### src/rtl/bcd_to_bin_seq.sv
// Sequential BCD-to-binary converter: one digit per clock, MSD first,
// acc = acc*10 + digit, with sticky invalid-digit / overflow error.
module bcd_to_bin_seq #(
  parameter int DIGITS = 3,
  parameter int OUT_W  = 10
) (
  input  logic                  clk,
  input  logic                  rst,
  input  logic                  start,
  input  logic [4*DIGITS-1:0]   bcd_in,
  output logic                  busy,
  output logic                  done,
  output logic                  err,
  output logic [OUT_W-1:0]      bin_out
);

  localparam int ACC_W = OUT_W + 4;
  localparam int CNT_W = (DIGITS > 1) ? $clog2(DIGITS) : 1;
  localparam logic [CNT_W-1:0] LAST_CNT = CNT_W'(DIGITS - 1);

  typedef enum logic [0:0] {
    IDLE = 1'b0,
    CONV = 1'b1
  } state_t;

  // acc*10 + digit built from shifts; the four guard bits keep it from wrapping
  function automatic logic [ACC_W-1:0] mul10_add(input logic [ACC_W-1:0] acc,
                                                 input logic [3:0]       digit);
    mul10_add = (acc << 3'd3) + (acc << 3'd1) + {{OUT_W{1'b0}}, digit};
  endfunction

  function automatic logic digit_invalid(input logic [3:0] digit);
    digit_invalid = (digit > 4'd9);
  endfunction

  state_t                state_r, state_s;
  logic [4*DIGITS-1:0]   shift_r, shift_s;
  logic [ACC_W-1:0]      acc_r, acc_s;
  logic [CNT_W-1:0]      cnt_r, cnt_s;
  logic                  sticky_r, sticky_s;
  logic [OUT_W-1:0]      bin_r, bin_s;
  logic                  err_r, err_s;
  logic                  done_r, done_s;

  logic [3:0]            digit_s;
  logic [ACC_W-1:0]      next_s;
  logic                  bad_digit_s;
  logic                  ovf_s;

  // Datapath for the digit currently at the top of the shift register
  always_comb begin
    digit_s     = shift_r[4*DIGITS-1 -: 4];
    next_s      = mul10_add(acc_r, digit_s);
    bad_digit_s = digit_invalid(digit_s);
    ovf_s       = (next_s[ACC_W-1:OUT_W] != 4'd0);
  end

  // Next-state and next-register logic
  always_comb begin
    state_s  = state_r;
    shift_s  = shift_r;
    acc_s    = acc_r;
    cnt_s    = cnt_r;
    sticky_s = sticky_r;
    bin_s    = bin_r;
    err_s    = err_r;
    done_s   = 1'b0;
    case (state_r)
      IDLE: begin
        if (start) begin
          shift_s  = bcd_in;
          acc_s    = '0;
          sticky_s = 1'b0;
          cnt_s    = LAST_CNT;
          state_s  = CONV;
        end else begin
          state_s  = IDLE;
        end
      end
      CONV: begin
        shift_s  = shift_r << 3'd4;
        acc_s    = next_s;
        sticky_s = sticky_r | bad_digit_s | ovf_s;
        if (cnt_r == '0) begin
          cnt_s   = '0;
          bin_s   = sticky_s ? {OUT_W{1'b1}} : next_s[OUT_W-1:0];
          err_s   = sticky_s;
          done_s  = 1'b1;
          state_s = IDLE;
        end else begin
          cnt_s   = cnt_r - CNT_W'(1);
          state_s = CONV;
        end
      end
      default: begin
        state_s = IDLE;
      end
    endcase
  end

  // State and datapath registers with synchronous reset
  always_ff @(posedge clk) begin
    if (rst) begin
      state_r  <= IDLE;
      shift_r  <= '0;
      acc_r    <= '0;
      cnt_r    <= '0;
      sticky_r <= 1'b0;
      bin_r    <= '0;
      err_r    <= 1'b0;
      done_r   <= 1'b0;
    end else begin
      state_r  <= state_s;
      shift_r  <= shift_s;
      acc_r    <= acc_s;
      cnt_r    <= cnt_s;
      sticky_r <= sticky_s;
      bin_r    <= bin_s;
      err_r    <= err_s;
      done_r   <= done_s;
    end
  end

  assign busy    = (state_r == CONV);
  assign done    = done_r;
  assign err     = err_r;
  assign bin_out = bin_r;

endmodule
### config.mk
export PLATFORM = sky130hd
export DESIGN_NAME = bcd_to_bin_seq
export DESIGN_NICKNAME = d
export VERILOG_FILES = /design/src/rtl/bcd_to_bin_seq.sv
export SDC_FILE = /design/constraint.sdc
export NUM_CORES = 1
export LEC_CHECK = 0
export BUFFER_PORTS_ARGS = -buffer_cell sky130_fd_sc_hd__buf_2
export CAP_MARGIN = 0
export CORE_ASPECT_RATIO = 1.25
export CORE_MARGIN = 2
export CORE_UTILIZATION = 40
export CTS_BUF_LIST = sky130_fd_sc_hd__clkbuf_16
export CTS_CLUSTER_DIAMETER = 30
export DETAILED_ROUTE_END_ITERATION = 8
export MAX_ROUTING_LAYER = met4
export SYNTH_ARGS = -nofsm -noshare
export SYNTH_HDL_FRONTEND = slang
export SYNTH_SLANG_ARGS = --single-unit
export TNS_END_PERCENT = 30
### constraint.sdc
create_clock -name clk -period 4.1 [get_ports clk]
set_input_delay 0 -clock clk [delete_from_list [all_inputs] [get_ports clk]]
set_output_delay 0 -clock clk [all_outputs]
set_load 0.01 [all_outputs]
==> reports/results.env <==
SUM_OF_NEGATIVE_SETUP_SLACK_NS=0
GR_PEAK_LAYER='met2'
ROUTED_WIRE_LENGTH_PER_INSTANCE_UM=13.1
CRIT_PATH_FREQUENT_CELL='sky130_fd_sc_hd__fa_1'
POWER_LEAKAGE_nW=1.21
POWER.SHARE.COMBINATIONAL=0.130
HP_START='bcd_in[2]'
VIA_PER_INST=5.14
POSTROUTEANTENNANETS=0
DIE_AREA_MM2=0.00620
FIRST_PASS_DETAILED_ROUTE_ITERATION_TOTAL=5
FIRST_GLOBAL_VIAS=1674
MAPPEDNETLISTAREA_MM2=0.00223
NUMBER_OF_ANTENNA_VIOLATIONS_AT_THE_FIRST_CHECK_IN_GLOBAL_ROUTING=0
SLEW_VIOL_FINAL=0
TOTAL_SWITCHING_POWER_uW=237
WP_DATA_REQUIRED_NS=4.29
SYNTH.AVG_CELL_AREA_UM2=8.59
FLOORPLAN.CORE_AREA_MM2=0.00541
DRIVE_ABOVE_1_SHARE=0.153
GRT_USE_MET1=0.188
MULTI_INPUT_AREA_MM2=0.00130
DETAILED_PLACE_HPWL_UM=3260
CLOCK_TREE.HTREE_LEVEL_COUNT=2
MOST_COMMON_CELL_AFTER_LAYOUT_FILL_AND_TAPS_ASIDE='sky130_fd_sc_hd__nor2_1'
HOLD_VIOLATIONS=0
N_ANTENNA_CELL=0
CLK_TRANSITION_REPORTED_PATHS_NS=0.06
CTS_ROOT_BUF='sky130_fd_sc_hd__clkbuf_16'
SYNTH.LIB_CELLS_USED.DISTINCT=34
GLOBALROUTEMET3UTIL=0.0288
REPORT.FINAL.SETUP_VIOL=0
SYNTH.YOSYS.WARNINGS=0
RSZ0062_AT_GRT='no'
VDD.IR_DROP.WORST_mV=0.237
TIMING.CRITICAL_PATH.ARRIVAL_NS=3.15
MAX_FREQ_MHz=338
HOLD_PATH.CLASS='in -> reg'
WL_UM=4530
ROWS=30
GRT_MET2_USAGE=0.277
FLOORPLAN.INITIALDENSITY=0.413
FINALWEIGHTEDCONGESTION=0.872
FINISH.NET_COUNT=320
FINAL_CELL_MIX='sky130_fd_sc_hd__nor2_1, sky130_fd_sc_hd__dfxtp_1, sky130_fd_sc_hd__buf_2, sky130_fd_sc_hd__a21oi_1, sky130_fd_sc_hd__ha_1'
MAX_CAP_VIOL_COUNT=0
SYNTHESIS.NETS=299
POST-ROUTE-UTIL=0.469
DETAIL_ROUTE.ITER0.VIOLATIONS=58
DIE_WIDTH_UM=70.8
SYN2LAYOUT_AREA_GROWTH_PCT=13.6
IO_BUFFER_COUNT=27
P_SEQ_FRAC=0.468
SYNTHCELLS=260
DIE_Y_UM=87.5
FINAL-INSTANCE-COUNT-EXCL-FILL=345
CTS.SINK_COUNT=41
WORST_PATH_MAX_DELAY_CELL='sky130_fd_sc_hd__fa_1'
SETUP.WORST_PATH.START='shift_r[11]'
POWER_SWITCHING_SHARE=0.256
DETAILROUTE.VIA_COUNT=1772
TIMING.FINAL.CRIT_SHARE=0.722
BOUNDARYPINS=28
GRT_MAX_DEGREE=43
CTS_POST_SETUP_BUFFERS_INSERTED=0
ROUTE.DETAILED.DRC=0
CRIT_FANOUT=11
GRTUSAGETOTAL=0.156
FINAL.FILL_COUNT=552
GLOBAL_ROUTE.OVERFLOW_TOTAL=0
TIMING.CLOCK.SKEW_NS=0.00497
STATUS='finished clean'
CELLINTERNALPOWER_uW=690
PLACED_CELLS_INCL_TAPS=338
TIMING.SETUP.CRITICAL_PATH_CLASS='reg -> reg'
POWERDENSITY_mW_PER_MM2=365
GRT_FIRST_PASS_WIRELENGTH_UM=7610
YS_FF_LATCH=41
CTS.PATH.MAX_BUFFERS=2
CRITICAL_PATH.STARTPOINT_TYPE='flip-flop'
HOLD_BUFS_INSERTED_AFTER_CTS=0
CRIT_PATH_CELL_TRACE='inv_1, fa_1, fa_1, nand2b_1, a21oi_1, nor2b_1, o211ai_1, xor2_1, nor4_2, buf_4, a211oi_1'
P_CLK_FRAC=0.402
NUMCTSBUFFERS=5
CTS_RESIZED=0
CLOCK_LATENCY_REPORTED_FOR_THE_LATE_SIDE_OF_THE_WORST_SKEW_PAIR_NS=0.28
CLOCK_TREE_FROM_TRITONCTS='built'
RELSLEWSLACK=0.373
FF_LATCH_AREA_UM2=821
SYNTH-SEQ-AREA-SHARE=0.368
TIMING.FINAL.CRIT_PERIOD_NS=2.96
WORST-SLEW-PIN-TRANSITION_NS=0.936
ENDPOINT_KIND='flip-flop'
R2R-START='shift_r[11]'
CRITPATHMAXSTAGEDELAY_NS=0.52
logic make-up (layout without fill, tap and decap cells):
kind of cell | after synthesis | after routing | synth area share
fa+ha+maj | 24 | 24 | 0.141
mux | 12 | 12 | 0.0538
buf+inv | 28 | 49 | 0.0504
flops | 41 | 41 | 0.368
xor+xnor | 12 | 12 | 0.0471
compound gates | 57 | 57 | 0.166
simple gates | 86 | 86 | 0.174
registers in the layout, indices dropped and copies added, names as in the netlist:
register	flops
shift_r	12
err	1
sticky_r	1
acc_r	13
done	1
bin_out	10
busy	1
cnt_r	2
layout make-up:
cell class | instances | area share
clock inverter | 2 | 0.00493
inverter | 13 | 0.0192
clock buffer | 5 | 0.0493
timing repair buffer | 29 | 0.0592
sequential | 41 | 0.323
multi-input combinational | 191 | 0.512
tap | 64 | 0.0316
routing by layer:
layer  vias to the layer above  wire [µm]
met3                         4        150
li1                        939          -
met5                         -          0
met4                         0         32
met1                       799       2100
met2                        30       2240
power groups by stage:
stage / Combinational (mW) / Clock, mW / Sequential, mW
floorplan: 0.0825 / 0 / 0.447
global placement: 0.121 / 0 / 0.443
detailed placement: 0.122 / 0 / 0.443
CTS: 0.123 / 0.381 / 0.434
global route: 0.137 / 0.394 / 0.437
finish: 0.120 / 0.373 / 0.434
synthesized netlist by cell type:
cell / n / area (µm²)
sky130_fd_sc_hd__a21o_1: 3 / 22.5
sky130_fd_sc_hd__buf_6: 1 / 11.3
sky130_fd_sc_hd__mux2i_1: 12 / 120
sky130_fd_sc_hd__nor3_1: 9 / 45.0
sky130_fd_sc_hd__and3_1: 6 / 37.5
sky130_fd_sc_hd__nor2b_1: 4 / 25.0
sky130_fd_sc_hd__a31oi_1: 4 / 25.0
sky130_fd_sc_hd__fa_1: 2 / 40.0
sky130_fd_sc_hd__o21ba_2: 2 / 20.0
sky130_fd_sc_hd__nand3_1: 2 / 10.0
sky130_fd_sc_hd__clkbuf_1: 14 / 52.6
sky130_fd_sc_hd__a21oi_1: 24 / 120
sky130_fd_sc_hd__xor2_1: 7 / 61.3
sky130_fd_sc_hd__a22oi_1: 1 / 7.51
sky130_fd_sc_hd__a21oi_2: 1 / 8.76
sky130_fd_sc_hd__nor4_2: 1 / 12.5
sky130_fd_sc_hd__nand4_1: 2 / 12.5
sky130_fd_sc_hd__dfxtp_1: 41 / 821
sky130_fd_sc_hd__xnor2_1: 5 / 43.8
sky130_fd_sc_hd__o211ai_1: 2 / 15.0
sky130_fd_sc_hd__a211oi_2: 2 / 25.0
sky130_fd_sc_hd__inv_1: 13 / 48.8
sky130_fd_sc_hd__o22ai_1: 3 / 18.8
sky130_fd_sc_hd__nand2b_1: 3 / 18.8
sky130_fd_sc_hd__nand2_2: 1 / 6.26
sky130_fd_sc_hd__nand2_1: 7 / 26.3
sky130_fd_sc_hd__nor4_1: 1 / 6.26
sky130_fd_sc_hd__o31ai_1: 1 / 7.51
sky130_fd_sc_hd__a211oi_1: 10 / 75.1
sky130_fd_sc_hd__o21ai_0: 2 / 10.0
sky130_fd_sc_hd__ha_1: 22 / 275
sky130_fd_sc_hd__o21a_1: 1 / 7.51
sky130_fd_sc_hd__nor2_1: 50 / 188
sky130_fd_sc_hd__a21o_2: 1 / 8.76
worst max-delay path: cells and delay by family (launching register included):
family                     cells  cell delay (ns)
adders and majority gates      2             0.98
AOI/OAI and AO/OA              3             0.63
and+or+nand+nor                3             0.35
DFF                            1             0.32
xor gates and xnor gates       1             0.30
buffers and inverters          2             0.26
worst paths after layout:
check / slack, ns / endpoint / depth (start not counted)
max: 1.14 / bin_out[6] / 11
min: 0.004 / shift_r[2] / 3
max reg2reg: 1.14 / bin_out[6] / 11
min reg2reg: 0.47 / bin_out[0] / 2
per-stage QoR:
step,hold WS (ns),setup WS (ns),area (µm²),power (mW)
2_1_floorplan,0.195,1.37,2230,0.529
3_3_place_gp,0.287,1.24,2400,0.564
3_5_place_dp,0.299,1.17,2400,0.565
4_1_cts,0.00481,1.11,2540,0.938
5_1_grt,0.0280,0.898,2540,0.968
6_report,0.00367,1.14,2540,0.927
No activity file was read; power rests on OpenSTA's default activity.
